File: src/rtl/instr_fetch_unit.sv
// Purpose: fetches a run of instruction words from memory into a small FIFO feeding decode.
// Latency: start in cycle N -> first read in N+1, first instr_vld in N+3; one word/cycle sustained.
// Backpressure: instr_rdy low stalls the FIFO head; reads are throttled so occupancy+inflight <= DEPTH.
module instr_fetch_unit #(
  parameter int INSTR_L = 32,
  parameter int ADDR_L  = 16,
  parameter int DEPTH   = 4    // power of two, at least 2
) (
  input  logic               clk,
  input  logic               rst,
  input  logic               start,
  input  logic [ADDR_L-1:0]  base_addr,
  input  logic [ADDR_L-1:0]  instr_cnt,
  output logic               busy,
  output logic               done,
  output logic               mem_rd_en,
  output logic [ADDR_L-1:0]  mem_rd_addr,
  input  logic [INSTR_L-1:0] mem_rd_data,
  output logic [INSTR_L-1:0] instr_out,
  output logic               instr_vld,
  input  logic               instr_rdy
);

  localparam int PTR_W = $clog2(DEPTH);
  localparam int OCC_W = PTR_W + 1;

  localparam logic [1:0] S_IDLE  = 2'd0;
  localparam logic [1:0] S_FETCH = 2'd1;
  localparam logic [1:0] S_DRAIN = 2'd2;

  // Program registers
  logic [1:0]        state_q;
  logic [ADDR_L-1:0] base_q;
  logic [ADDR_L-1:0] cnt_q;
  logic [ADDR_L-1:0] issued_q;
  logic              zero_done_q;   // done pulse owed for a zero-length program

  // Buffer registers
  logic [INSTR_L-1:0] buf_q [DEPTH];
  logic [PTR_W-1:0]   wr_ptr_q;
  logic [PTR_W-1:0]   rd_ptr_q;
  logic [OCC_W-1:0]   occ_q;
  logic               inflight_q;   // a read was issued last cycle; its data is on mem_rd_data now

  logic [OCC_W:0] reserved;
  logic           push;
  logic           pop;
  logic           drain_done;

  // Read issue, handshake and status decode from the current registered state
  always_comb begin
    reserved    = {1'b0, occ_q} + {{OCC_W{1'b0}}, inflight_q};
    mem_rd_en   = (state_q == S_FETCH) && (issued_q < cnt_q) && (reserved < (OCC_W+1)'(DEPTH));
    mem_rd_addr = mem_rd_en ? (base_q + issued_q) : '0;
    push        = inflight_q;
    instr_vld   = (occ_q != '0);
    pop         = instr_vld && instr_rdy;
    instr_out   = buf_q[rd_ptr_q];
    drain_done  = (state_q == S_DRAIN) && (occ_q == '0) && !inflight_q;
    done        = drain_done || zero_done_q;
    busy        = (state_q != S_IDLE);
  end

  // Program sequencing: IDLE -> FETCH while reads remain -> DRAIN until the buffer empties
  always_ff @(posedge clk) begin
    if (rst) begin
      state_q     <= S_IDLE;
      base_q      <= '0;
      cnt_q       <= '0;
      issued_q    <= '0;
      zero_done_q <= 1'b0;
    end else begin
      zero_done_q <= 1'b0;
      case (state_q)
        S_IDLE: begin
          if (start) begin
            if (instr_cnt != '0) begin
              base_q   <= base_addr;
              cnt_q    <= instr_cnt;
              issued_q <= '0;
              state_q  <= S_FETCH;
            end else begin
              zero_done_q <= 1'b1;
            end
          end
        end
        S_FETCH: begin
          if (mem_rd_en) begin
            issued_q <= issued_q + 1'b1;
            if ((issued_q + 1'b1) == cnt_q) begin
              state_q <= S_DRAIN;
            end
          end
        end
        S_DRAIN: begin
          if (drain_done) begin
            state_q <= S_IDLE;
          end
        end
        default: state_q <= S_IDLE;
      endcase
    end
  end

  // FIFO control: inflight tracks the one-cycle memory latency, pointers wrap naturally
  always_ff @(posedge clk) begin
    if (rst) begin
      inflight_q <= 1'b0;
      wr_ptr_q   <= '0;
      rd_ptr_q   <= '0;
      occ_q      <= '0;
    end else begin
      inflight_q <= mem_rd_en;
      if (push) begin
        wr_ptr_q <= wr_ptr_q + 1'b1;
      end
      if (pop) begin
        rd_ptr_q <= rd_ptr_q + 1'b1;
      end
      case ({push, pop})
        2'b10:   occ_q <= occ_q + 1'b1;
        2'b01:   occ_q <= occ_q - 1'b1;
        default: occ_q <= occ_q;
      endcase
    end
  end

  // FIFO storage; data contents need no reset since occupancy gates visibility
  always_ff @(posedge clk) begin
    if (!rst && push) begin
      buf_q[wr_ptr_q] <= mem_rd_data;
    end
  end

  // The issue throttle must make a push into a full buffer impossible
  always_ff @(posedge clk) begin
    if (!rst) begin
      assert (!(push && (occ_q == OCC_W'(DEPTH))));
    end
  end

endmodule

File: config.mk
export PLATFORM = sky130hd
export DESIGN_NAME = instr_fetch_unit
export DESIGN_NICKNAME = d
export VERILOG_FILES = /design/src/rtl/instr_fetch_unit.sv
export SDC_FILE = /design/constraint.sdc
export NUM_CORES = 1
export LEC_CHECK = 0
export ABC_AREA = 1
export CAP_MARGIN = 20
export CORE_MARGIN = 1.5
export CORE_UTILIZATION = 50
export CTS_CLUSTER_SIZE = 28
export DETAILED_ROUTE_END_ITERATION = 10
export GPL_TIMING_DRIVEN = 0
export HOLD_SLACK_MARGIN = 0.03
export PLACE_DENSITY = 0.77
export SYNTH_ARGS = -nofsm -noshare
export SYNTH_HDL_FRONTEND = slang
export SYNTH_SLANG_ARGS = --single-unit
export TNS_END_PERCENT = 1
File: constraint.sdc
create_clock -name clk -period 3.15 [get_ports clk]
set_clock_uncertainty 0.05 [all_clocks]
set_input_delay 0.7875 -clock clk [delete_from_list [all_inputs] [get_ports clk]]
set_output_delay 0.7875 -clock clk [all_outputs]
set_load 0.01 [all_outputs]
# == Word level (Yosys, flattened, before mapping) ==
# Memories as Yosys holds them, arrays and structs flattened. A register that Yosys moved wholly into a read port is not among the register bits.
# Index checks and enable logic that the tools add are counted.
# word_totals
ff_bits,59
ram_bits,128
input_bits,68
out_inout_bits,52
wordCells,68
n_memories,1
# mem_list
memory,words,word_bits,rd,rd_clocked_by_memory_dff,write_ports,line,source
buf_q,4,32,1,1,1,39,logic [INSTR_L-1:0] buf_q [DEPTH];
# classes
add_sub_neg,7
n_lt_le_gt_ge,2
eq_ne,10
muxes,17
bitwise,2
reduce_logical,20
# op_table
op,count
16-bit 2-to-1 mux,4
16-bit one-hot mux with 2 select lines,1
"16-bit by 1-bit adder with 16-bit output, second input constant",1
16-bit adder,1
16-bit equality test,1
16-bit < comparator,1
16-bit nonzero test,1
2-bit 2-to-1 mux,7
"2-bit inequality test, second input constant",4
1-bit logical AND,6
2-bit one-hot mux with 3 select lines,1
3-bit one-hot mux with 2 select lines,1
2-bit nonzero test,3
5-bit AND reduction,1
"2-bit by 1-bit adder with 2-bit output, second input constant",2
3-bit by 1-bit adder with 4-bit output,1
"2-bit by 1-bit equality test with 1-bit output, second input constant",2
"2-bit equality test, second input constant",2
"4-bit by 3-bit < comparator with 1-bit output, second input constant",1
4-bit AND reduction,1
"3-bit by 1-bit adder with 3-bit output, second input constant",1
3-bit logical NOT,1
1-bit 2-to-1 mux,3
3-bit AND reduction,1
other kinds (8),10

# == Logic depth before layout (Yosys ltp) ==
# Gate-level depths: netlist (run 1).
# depth
depth_word,5
depth_mapped,16
ltp_nobuf,16

# == Worst setup path before layout (run 1) ==
# No wires, ideal clock.
# synth_path
kind,in2reg
start,input port rst
end,"memory buf_q[0][0], enable pin"
setup_time_ps,421
arrival_ps,2579
required_ps,2679
path_slack_ps,100
path_stages,4
path_buffers,1
cell_sequence,inv_1 buf_1 nand2_1 nor2_1
# synth_via
elab_chain_len,4
# synth_lines
element,line,source
start: declaration,10,"input logic rst,"
1-bit logical NOT,--,
1-bit logical AND,130,if (!rst && push) begin
1-bit 2-to-1 mux,130,
1-bit 2-to-1 mux (not written as such),131,buf_q[wr_ptr_q] <= mem_rd_data;
end: declaration,39,
# Every way passes these cells.

# == Worst setup path after layout (run 1) ==
# layout_path
start,register cnt_q[15]
end,output port mem_rd_addr[2]
# layout_via
elab_chain_len,4
# layout_lines
element,line,source
start: declaration,34,logic [ADDR_L-1:0] cnt_q;
start signal: assignment,79,cnt_q <= instr_cnt;
16-bit < comparator,53,mem_rd_en = (state_q == S_FETCH) && (issued_q < cnt_q) && (reserved < (OCC_W+1)'(DEPTH));
1-bit logical AND (2 in a row),53,
16-bit 2-to-1 mux,54,mem_rd_addr = mem_rd_en ? (base_q + issued_q) : '0;
end: declaration,17,"output logic [ADDR_L-1:0] mem_rd_addr,"
# Every way passes these cells.

==> flow_summary.toml, run 1 <==
[critical_path]
reg2regPathDepth = 16
path_max_fanout = 7
critPathRequiredTime_ns = 2.31
cp-end-kind = "primary output"
cp-start-kind = "flop"
critPathLaunch = "cnt_q[15]$_SDFFE_PP0P_"
path_class = "reg -> out"
reg2reg_from = "issued_q[0]$_SDFFE_PP0P_"
cp_data_arrival_time_ns = 2.47

[yosys]
syn_nets = 1017
synth_ff_type = "edfxtp_1"
synth-simple-area-share_pct = 15.3
synth_compound_area_share_pct = 15.4
synth.distinct_cells = 42
muxShareOfSynthArea_pct = 0
ys_ff_latch = 189
synthXorXnorAreaFrac_pct = 2.26
synthArstFlopShare_pct = 0
synth_edf_count = 128
synth_area_mm2 = 0.00887
ys_seq_area_share_pct = 57.1
synth_cells = 910
avgSynthCellArea_um2 = 9.75
synth_warnings = 0
synth_fa_ha_area_share_pct = 5.67
synth_top_family_by_area = "compound AO/OA/AOI/OAI gates"

[final_layout]
diodes = 0
layout-drive-gt1-share_pct = 15.8
multiInputGateArea_mm2 = 0.00363
fill_cells = 1363
finalNetCount = 1173
syn_to_final_growth_pct = 28.2
final_cells = 1304
ff_latch_area_mm2 = 0.00510

[placed_design]
port_buffers = 119
place.gp.congestion = 0.902
hpwl_um = 15000
place_inst = 1258

[detailed_routing]
drt_iter0_drc = 578
drt_wl_total_um = 21900
via_per_inst = 5.57
firstDrtPassIters = 4
vias = 7267
ant_nets = 0
drc = 0
wl_per_cell_um = 16.8

[cts]
numCtsBuffers = 17
cts.clk_slew.worst_paths_ns = 0.08
cts.sinks = 189
cts_root_buf = "clkbuf_16"
clock_path_buffers = 2
cts_tree = "yes"
clk_latency_ns = 0.43
cts-hold-fix-buffers = 0
htreeDepth = 4

[sta]
relSlewSlack_pct = 58.8
timing.hold.ws_ns = 0.406
timing.fmax_mhz = 302
report.final.slew_viol_count = 0
rsz0062_at_grt = "true"
tns_ns = -1.78
hold_viol = 0
period_minus_slack_ns = 3.31
worstMarginPinSlew_ns = 0.618
postLayoutSetupSlackWorst_ns = -0.158
fin_crit_sh_pct = 105
setup_violations = 16

[global_route]
grt_usage_pct = 24.3
antenna_found_initial = 0
grt_pass1_vias = 6819
grt_pass1_wl_um = 34200
grt_max_degree = 29
gr-total-overflow = 0

[floorplan]
core_mm2 = 0.0173
dieArea_mm2 = 0.0186
fp.dieH_um = 136
initial_core_util_pct = 51.3
ios = 120
rows = 48
die_width_um = 136

[pwr]
leakagePower_nw = 4.22
power_density_mw_per_mm2 = 531
vdd_drop_max_v = 0.000377

[min_path]
hp-start = "rd_ptr_q[1]$_SDFFE_PP0P_"
hold_depth = 2
hold_path.class = "reg -> reg"

[flow_run]
drv_cap = 0

[outcome]
violations = "setup timing"
status = "finished with violations"
## cell usage in the layout, fill, tap and decap left out, types with 6 or more instances in the layout
master           synthesis  layout
nor2_1                 148     137
edfxtp_1               128     128
o21ai_0                120     114
clkdlybuf4s50_1          0     102
nand2_1                101      97
a21oi_1                 64      58
inv_1                   56      52
dfxtp_1                 61      42
nand3_1                 35      33
ha_1                    37      33
o22ai_1                 32      32
buf_2                    6      25
clkbuf_16                0      18
dfxtp_2                  0      16
buf_4                    1      15
o311ai_0                15      15
clkbuf_1                28      13
nor2_2                   7      12
clkbuf_2                 0      10
nand2_2                  5       9
nand4_1                  9       9
nor2_4                   3       9
xor2_1                   9       9
o21ai_1                  4       7
xnor2_1                  6       6
## through the flow
| stage | setup slack (ns) | cell area [um2] | power, mW | utilization, % |
|---|---|---|---|---|
| 3_5_place_dp | -0.447 | 10500 | 3.84 | 60.5 |
| 4_1_cts | -0.148 | 11300 | 6.04 | 65.2 |
| 6_report | -0.158 | 11400 | 6.04 | 65.8 |
| 5_1_grt | -0.229 | 11400 | 6.27 | 65.8 |
| 2_1_floorplan | 0.0995 | 8870 | 3.35 | - |
| 3_3_place_gp | -1.64 | 10300 | 3.82 | 59.8 |
## where the power goes
| group | total [mW] | leakage, nW | switching (mW) | internal (mW) |
|---|---|---|---|---|
| Combinational | 1.09 | 2.25 | 0.614 | 0.473 |
| Clock | 2.18 | 0.302 | 1.08 | 1.10 |
| Sequential | 2.77 | 1.66 | 0.0491 | 2.72 |
## synth_stat cells, drive strengths merged (6+ instances only)
cell / count / area [um2]
nor2: 158 / 633
nand4: 9 / 56.3
nand2: 107 / 422
inv: 57 / 214
o311ai: 15 / 131
edfxtp: 128 / 3840
a21oi: 65 / 329
buf: 10 / 48.8
clkbuf: 28 / 105
o21ai: 125 / 629
ha: 37 / 463
o22ai: 32 / 200
dfxtp: 61 / 1220
xor2: 9 / 78.8
nand3: 37 / 195
xnor2: 6 / 52.6
## flip-flops by register name (all words and copies together) (netlist names), 2 cells and up, named ones only
name,count
buf_q,128
base_q,16
cnt_q,16
issued_q,16
occ_q,3
rd_ptr_q,2
state_q,2
wr_ptr_q,2
## cell families after synthesis
kind of cell	count (synthesis)
and+or+nand+nor	320
buffers and inverters	97
DFF	189
AOI/OAI and AO/OA	247
xor gates and xnor gates	18
adders and majority gates	39
## final cells by class
class | instances | share of cell area [%]
plain buffers | 38 | 1.87
multi-input cells | 624 | 31.9
clock buffers | 17 | 3.74
repair buffers | 137 | 11.5
well taps | 225 | 2.47
flip-flops and latches | 189 | 44.8
clock inverters | 15 | 1.73
inverters | 59 | 2.01
## metal layers
metal	part of all wire [%]	vias to the layer above	routed length, um	global-route usage (%)
li1	-	3542	-	-
met1	42	3409	9320	31.7
met2	48	277	10600	40.4
met3	7.1	39	1560	5.07
met4	2.0	0	445	8.22
met5	0	-	0	0
## final timing paths
path                                                end  slack, ns
worst max-delay path                     mem_rd_addr[2]      -0.16
worst min-delay path                               flop       0.41
worst max register to register  state_q[0]$_SDFFE_PP0P_       0.74
worst min register to register                     flop       0.41
## timing repair
item                                    4_1_cts  5_1_grt
resized for setup                           142       29
hold endpoints to repair                      0        0
buffers inserted                             10        4
pin swaps                                    14        8
endpoints found under the setup margin       49       46
## worst max-delay path: stages, from the launching register on
cell and delay, ns:
dfxtp_2 0.35, inv_1 0.08, ha_1 0.33, a21oi_2 0.16
o21ai_1 0.10, a21oi_2 0.19, nand3_2 0.13, nor2_4 0.18
buf_8 0.16, o21ai_0 0.09, nor2_1 0.12, buf_2 0.15
Note: power is estimated with default switching activity, not from simulation.
==> run 2: changes to the inputs <==
CORE_UTILIZATION = 52   (was 50)
CTS_BUF_LIST = sky130_fd_sc_hd__clkbuf_8   (was default)
PLACE_DENSITY = 0.79   (was 0.77)
SKIP_LAST_GASP = 1   (was default)
==> run 2 against run 1 <==
Against the previous run: the run still ends with setup timing left; non-clock buffer count up 12; sequential share of layout area grew 0.58 points; combinational power is essentially flat; die area fell by 3.8%; first-iteration DRC count up 20%; cell area fell by 1.1%; sequential power hardly changed; register-to-register slack got worse by 0.44 ns; largest cell class unchanged; highest routed layer unchanged.
==> flow_summary.toml, run 2 (synthesized netlist as in run 1, its figures left out) <==
[final_layout]
largest_register = "buf_q"
layout_common_cells = "142 x nor2_1, 128 x edfxtp_1, 115 x o21ai_0, 102 x clkdlybuf4s50_1, 98 x nand2_1"
final_common_cell = "nor2_1"
fill_cells = 1264
syn_to_final_growth_pct = 26.8
finalNetCount = 1185
final_cells = 1311
diodes = 0
largest_register_ffs = 128
layout-drive-gt1-share_pct = 15.1

[pwr]
leakagePower_nw = 4.16
vdd_drop_max_v = 0.000282
power_density_mw_per_mm2 = 497

[detailed_routing]
firstDrtPassIters = 6
drt_iter0_drc = 696
drt_wl_total_um = 23000
drc = 0
vias = 7514
ant_nets = 0
via_per_inst = 5.73
wl_per_cell_um = 17.5

[flow_run]
drv_cap = 0

[critical_path]
cp-end-kind = "primary output"
path_class = "reg -> out"
cp_data_arrival_time_ns = 2.55
path_max_fanout = 3
critPathRequiredTime_ns = 2.31
cp-start-kind = "flop"

[floorplan]
fp.dieH_um = 134
rows = 47
core_mm2 = 0.0166
ios = 120
die_width_um = 134
dieArea_mm2 = 0.0179
initial_core_util_pct = 53.3

[outcome]
violations = "setup timing"
status = "finished with violations"

[cts]
cts.clk_slew.worst_paths_ns = 0.11
cts_tree = "yes"
htreeDepth = 4
cts-hold-fix-buffers = 0
cts.sinks = 189
cts_root_buf = "clkbuf_8"
clk_latency_ns = 0.47
numCtsBuffers = 17
clock_path_buffers = 2

[sta]
tns_ns = -6.19
fin_crit_sh_pct = 108
report.final.slew_viol_count = 0
timing.hold.ws_ns = 0.441
worstMarginPinSlew_ns = 0.653
postLayoutSetupSlackWorst_ns = -0.238
setup_violations = 49
relSlewSlack_pct = 56.1
hold_viol = 0
period_minus_slack_ns = 3.39
rsz0062_at_grt = "true"
timing.fmax_mhz = 295

[placed_design]
hpwl_um = 15200
place_inst = 1253
port_buffers = 119
place.gp.congestion = 0.968

[global_route]
antenna_found_initial = 0
grt_max_degree = 30
grt_pass1_vias = 7193
gr-total-overflow = 0
grt_pass1_wl_um = 35700
grt_usage_pct = 25.8

[min_path]
hold_path.class = "reg -> reg"
==> run 2: per-layer routing <==
layer	wire length, um	vias to the layer above	GRT usage, %
li1	-	3560	-
met1	9210	3582	32.6
met2	11500	329	44.6
met3	1870	43	5.56
met4	459	0	7.43
met5	0	-	0
==> run 2: final cells by class <==
cell class / count / area (um2) / area share (%)
Tap cell: 220 / 275 / 2.45
Clock inverter: 15 / 191 / 1.70
Multi-Input combinational cell: 624 / 3620 / 32.2
Inverter: 59 / 228 / 2.02
Buffer: 38 / 194 / 1.72
Sequential cell: 189 / 5100 / 45.4
Timing Repair Buffer: 149 / 1400 / 12.5
Clock buffer: 17 / 234 / 2.08
==> run 2: path summary, 6_finish.rpt <==
check                                 from                        to  slack, ns  depth (start not counted)
setup / recovery     cnt_q[9]$_SDFFE_PP0P_            mem_rd_addr[2]      -0.24                         12
hold / removal    rd_ptr_q[1]$_SDFFE_PP0P_  rd_ptr_q[1]$_SDFFE_PP0P_       0.44                          2
setup reg to reg     cnt_q[9]$_SDFFE_PP0P_   state_q[0]$_SDFFE_PP0P_       0.30                         20
hold reg to reg   rd_ptr_q[1]$_SDFFE_PP0P_  rd_ptr_q[1]$_SDFFE_PP0P_       0.44                          2
==> run 2: where the power goes <==
group | switching [mW] | internal [mW] | leakage (nW)
clock network | 0.956 | 0.748 | 0.215
registers | 0.0478 | 2.72 | 1.66
logic | 0.633 | 0.480 | 2.28
==> run 2: what timing repair did <==
| item | 4_1_cts | 5_1_grt |
|---|---|---|
| gates resized for setup | 126 | 21 |
| pin swaps | 13 | 12 |
| buffers inserted | 23 | 2 |
| cloned | 1 | 0 |
| hold endpoints to repair | 0 | 0 |
| setup endpoints to repair | 49 | 49 |
==> run 2: through the flow <==
step | worst slack [ns] | utilization (%) | total power, mW | area [um2]
after floorplan | 0.0995 | - | 3.35 | 8870
after global routing | -0.349 | 67.6 | 5.80 | 11200
after global placement | -1.61 | 62.1 | 3.82 | 10300
final | -0.238 | 67.6 | 5.58 | 11200
after detailed placement | -0.469 | 62.8 | 3.85 | 10400
after CTS | -0.190 | 67.0 | 5.56 | 11200
==> run 2: critical path, stage by stage, from the launching register on <==
cell and delay (ns):
dfxtp_2 0.34, inv_1 0.14, ha_4 0.24, a21oi_2 0.14, o21ai_1 0.10, a21oi_2 0.25
nand3_4 0.12, nor2_4 0.16, buf_6 0.14, buf_6 0.09, o21ai_0 0.07, nor2_1 0.14
buf_2 0.15
==> run 3: changes to the inputs <==
RECOVER_POWER = 50   (was default)
==> run 3 against run 2 <==
Against the previous run: the flow still finishes with violations (setup timing); total power is 0.21% lower; clock power hardly changed; register-to-register slack hardly changed; final cell count is 0.15% higher; highest routed layer unchanged.
==> flow_summary.toml, run 3 (synthesized netlist as in run 1, its figures left out) <==
[placed_design]
post-place-ws_ns = -0.469
hpwl_um = 15200
port_buffers = 119
place_inst = 1253
place.gp.congestion = 0.968

[detailed_routing]
firstDrtPassIters = 6
via_per_inst = 5.72
wl_per_cell_um = 17.5
drt_iter0_drc = 602
drt_wl_total_um = 23000
ant_nets = 0
drc = 0
vias = 7506

[cts]
clock_path_buffers = 2
htreeDepth = 4
numCtsBuffers = 17
clk_latency_ns = 0.47
cts-hold-fix-buffers = 0
cts.clk_slew.worst_paths_ns = 0.11
cts.sinks = 189
cts_root_buf = "clkbuf_8"
cts_tree = "yes"

[global_route]
antenna_found_initial = 1
grt_pass1_wl_um = 35700
busiest_layer = "met2"
grt_max_degree = 30
grt_use_met2_pct = 44.6
grt_use_met3_pct = 5.56
grt_usage_pct = 25.8
grt_pass1_vias = 7193
gr-total-overflow = 0
met1_usage_pct = 32.6

[pwr]
clkPwrFrac_pct = 30.6
power_switching_mw = 1.64
comb_power_share_pct = 19.7
seqPwrFrac_pct = 49.7
leakagePower_nw = 4.17
vdd_drop_max_v = 0.000280
power_density_mw_per_mm2 = 497
intPower_mw = 3.94
p_sw_share_pct = 29.3

[final_layout]
finalNetCount = 1185
final_cells = 1313
syn_to_final_growth_pct = 26.3
final_common_cell = "nor2_1"
largest_register_ffs = 128
layout-drive-gt1-share_pct = 14.8
layout_common_cells = "146 x nor2_1, 128 x edfxtp_1, 115 x o21ai_0, 98 x nand2_1, 66 x clkdlybuf4s50_1"
largest_register = "buf_q"

[floorplan]
fp.dieH_um = 134
initial_core_util_pct = 53.3
dieArea_mm2 = 0.0179
die_width_um = 134
core_mm2 = 0.0166
ios = 120
rows = 47

[critical_path]
cp.depth = 12
cp_slowest_stage_delay_ns = 0.34
path_max_fanout = 11
crit_chain = "inv_1 > ha_4 > a21oi_2 > o21ai_1 > a21oi_2 > nand3_4 > nor2_4 > buf_6 > inv_6 > buf_6 > nor2_1 > buf_2"
cp-start-kind = "flop"
slowest_stage = "dfxtp_2"
cpLargestDelayFamily = "buffers and inverters"
cp_data_arrival_time_ns = 2.54
cp-end-kind = "primary output"
reg2regPathDepth = 20
path_buf_inv = 5
critPathRequiredTime_ns = 2.31
path_class = "reg -> out"

[min_path]
hold_depth = 2
hold_path.class = "reg -> reg"

[sta]
report.final.slew_viol_count = 0
period_minus_slack_ns = 3.38
fin_crit_sh_pct = 107
hold_viol = 0
relSlewSlack_pct = 58.7
timing.fmax_mhz = 296
rsz0062_at_grt = "true"
postLayoutSetupSlackWorst_ns = -0.232
worstMarginPinSlew_ns = 0.614
setup_violations = 48

[outcome]
violations = "setup timing"
status = "finished with violations"

[flow_run]
drv_cap = 0
run 3: timing repair:
| action | 4_1_cts | 5_1_grt |
|---|---|---|
| gates cloned | 1 | 0 |
| endpoints found under the setup margin | 49 | 49 |
| resized for setup | 126 | 21 |
| pin swaps | 13 | 12 |
| buffers inserted | 23 | 2 |
run 3: path summary, 6_finish.rpt:
path / slack [ns] / startpoint / endpoint
max: -0.23 / cnt_q[9]$_SDFFE_PP0P_ / mem_rd_addr[8]
min: 0.44 / rd_ptr_q[1]$_SDFFE_PP0P_ / flop
max reg2reg: 0.31 / cnt_q[9]$_SDFFE_PP0P_ / state_q[0]$_SDFFE_PP0P_
min reg2reg: 0.44 / rd_ptr_q[1]$_SDFFE_PP0P_ / flop
run 3: cell type report:
type / count / area, um2
fillers: 1269 / 5430
flip-flops and latches: 189 / 5100
multi-input cells: 624 / 3590
repair buffers: 149 / 1390
well taps: 220 / 275
clock buffers: 17 / 234
inverters: 59 / 228
plain buffers: 38 / 194
clock inverters: 15 / 191
diodes: 2 / 5.00
run 3: power by group through the flow:
stage,registers (mW),clock network (mW),logic (mW)
after CTS,2.76,1.71,1.08
after floorplan,2.81,0,0.540
after detailed placement,2.82,0,1.03
final,2.77,1.71,1.10
after global placement,2.82,0,1.00
after global routing,2.78,1.82,1.20
run 3: worst reg2reg max path: cells and delay by family, from the launching register on:
kind	cells	cell delay [ns]
AOI/OAI and AO/OA	5	0.67
DFF	1	0.34
adders and majority gates	1	0.24
buffers and inverters	9	0.91
and+or+nand+nor	5	0.48
run 3: routing by layer:
| layer | wire [um] | vias to the layer above |
|---|---|---|
| met4 | 433 | 0 |
| li1 | - | 3563 |
| met1 | 9260 | 3583 |
| met3 | 1750 | 36 |
| met2 | 11600 | 324 |
| met5 | 0 | - |
run 3: per-stage QoR:
| stage | power (mW) | hold slack [ns] | cell area (um2) | util [%] | TNS, ns |
|---|---|---|---|---|---|
| 3_5_place_dp | 3.85 | 0.422 | 10400 | 62.8 | -9.08 |
| 2_1_floorplan | 3.35 | 0.386 | 8870 | - | 0 |
| 4_1_cts | 5.56 | 0.438 | 11200 | 67.0 | -5.71 |
| 3_3_place_gp | 3.82 | 0.403 | 10300 | 62.1 | -206.83 |
| 6_report | 5.57 | 0.441 | 11200 | 67.3 | -5.90 |
| 5_1_grt | 5.79 | 0.481 | 11200 | 67.3 | -13.33 |
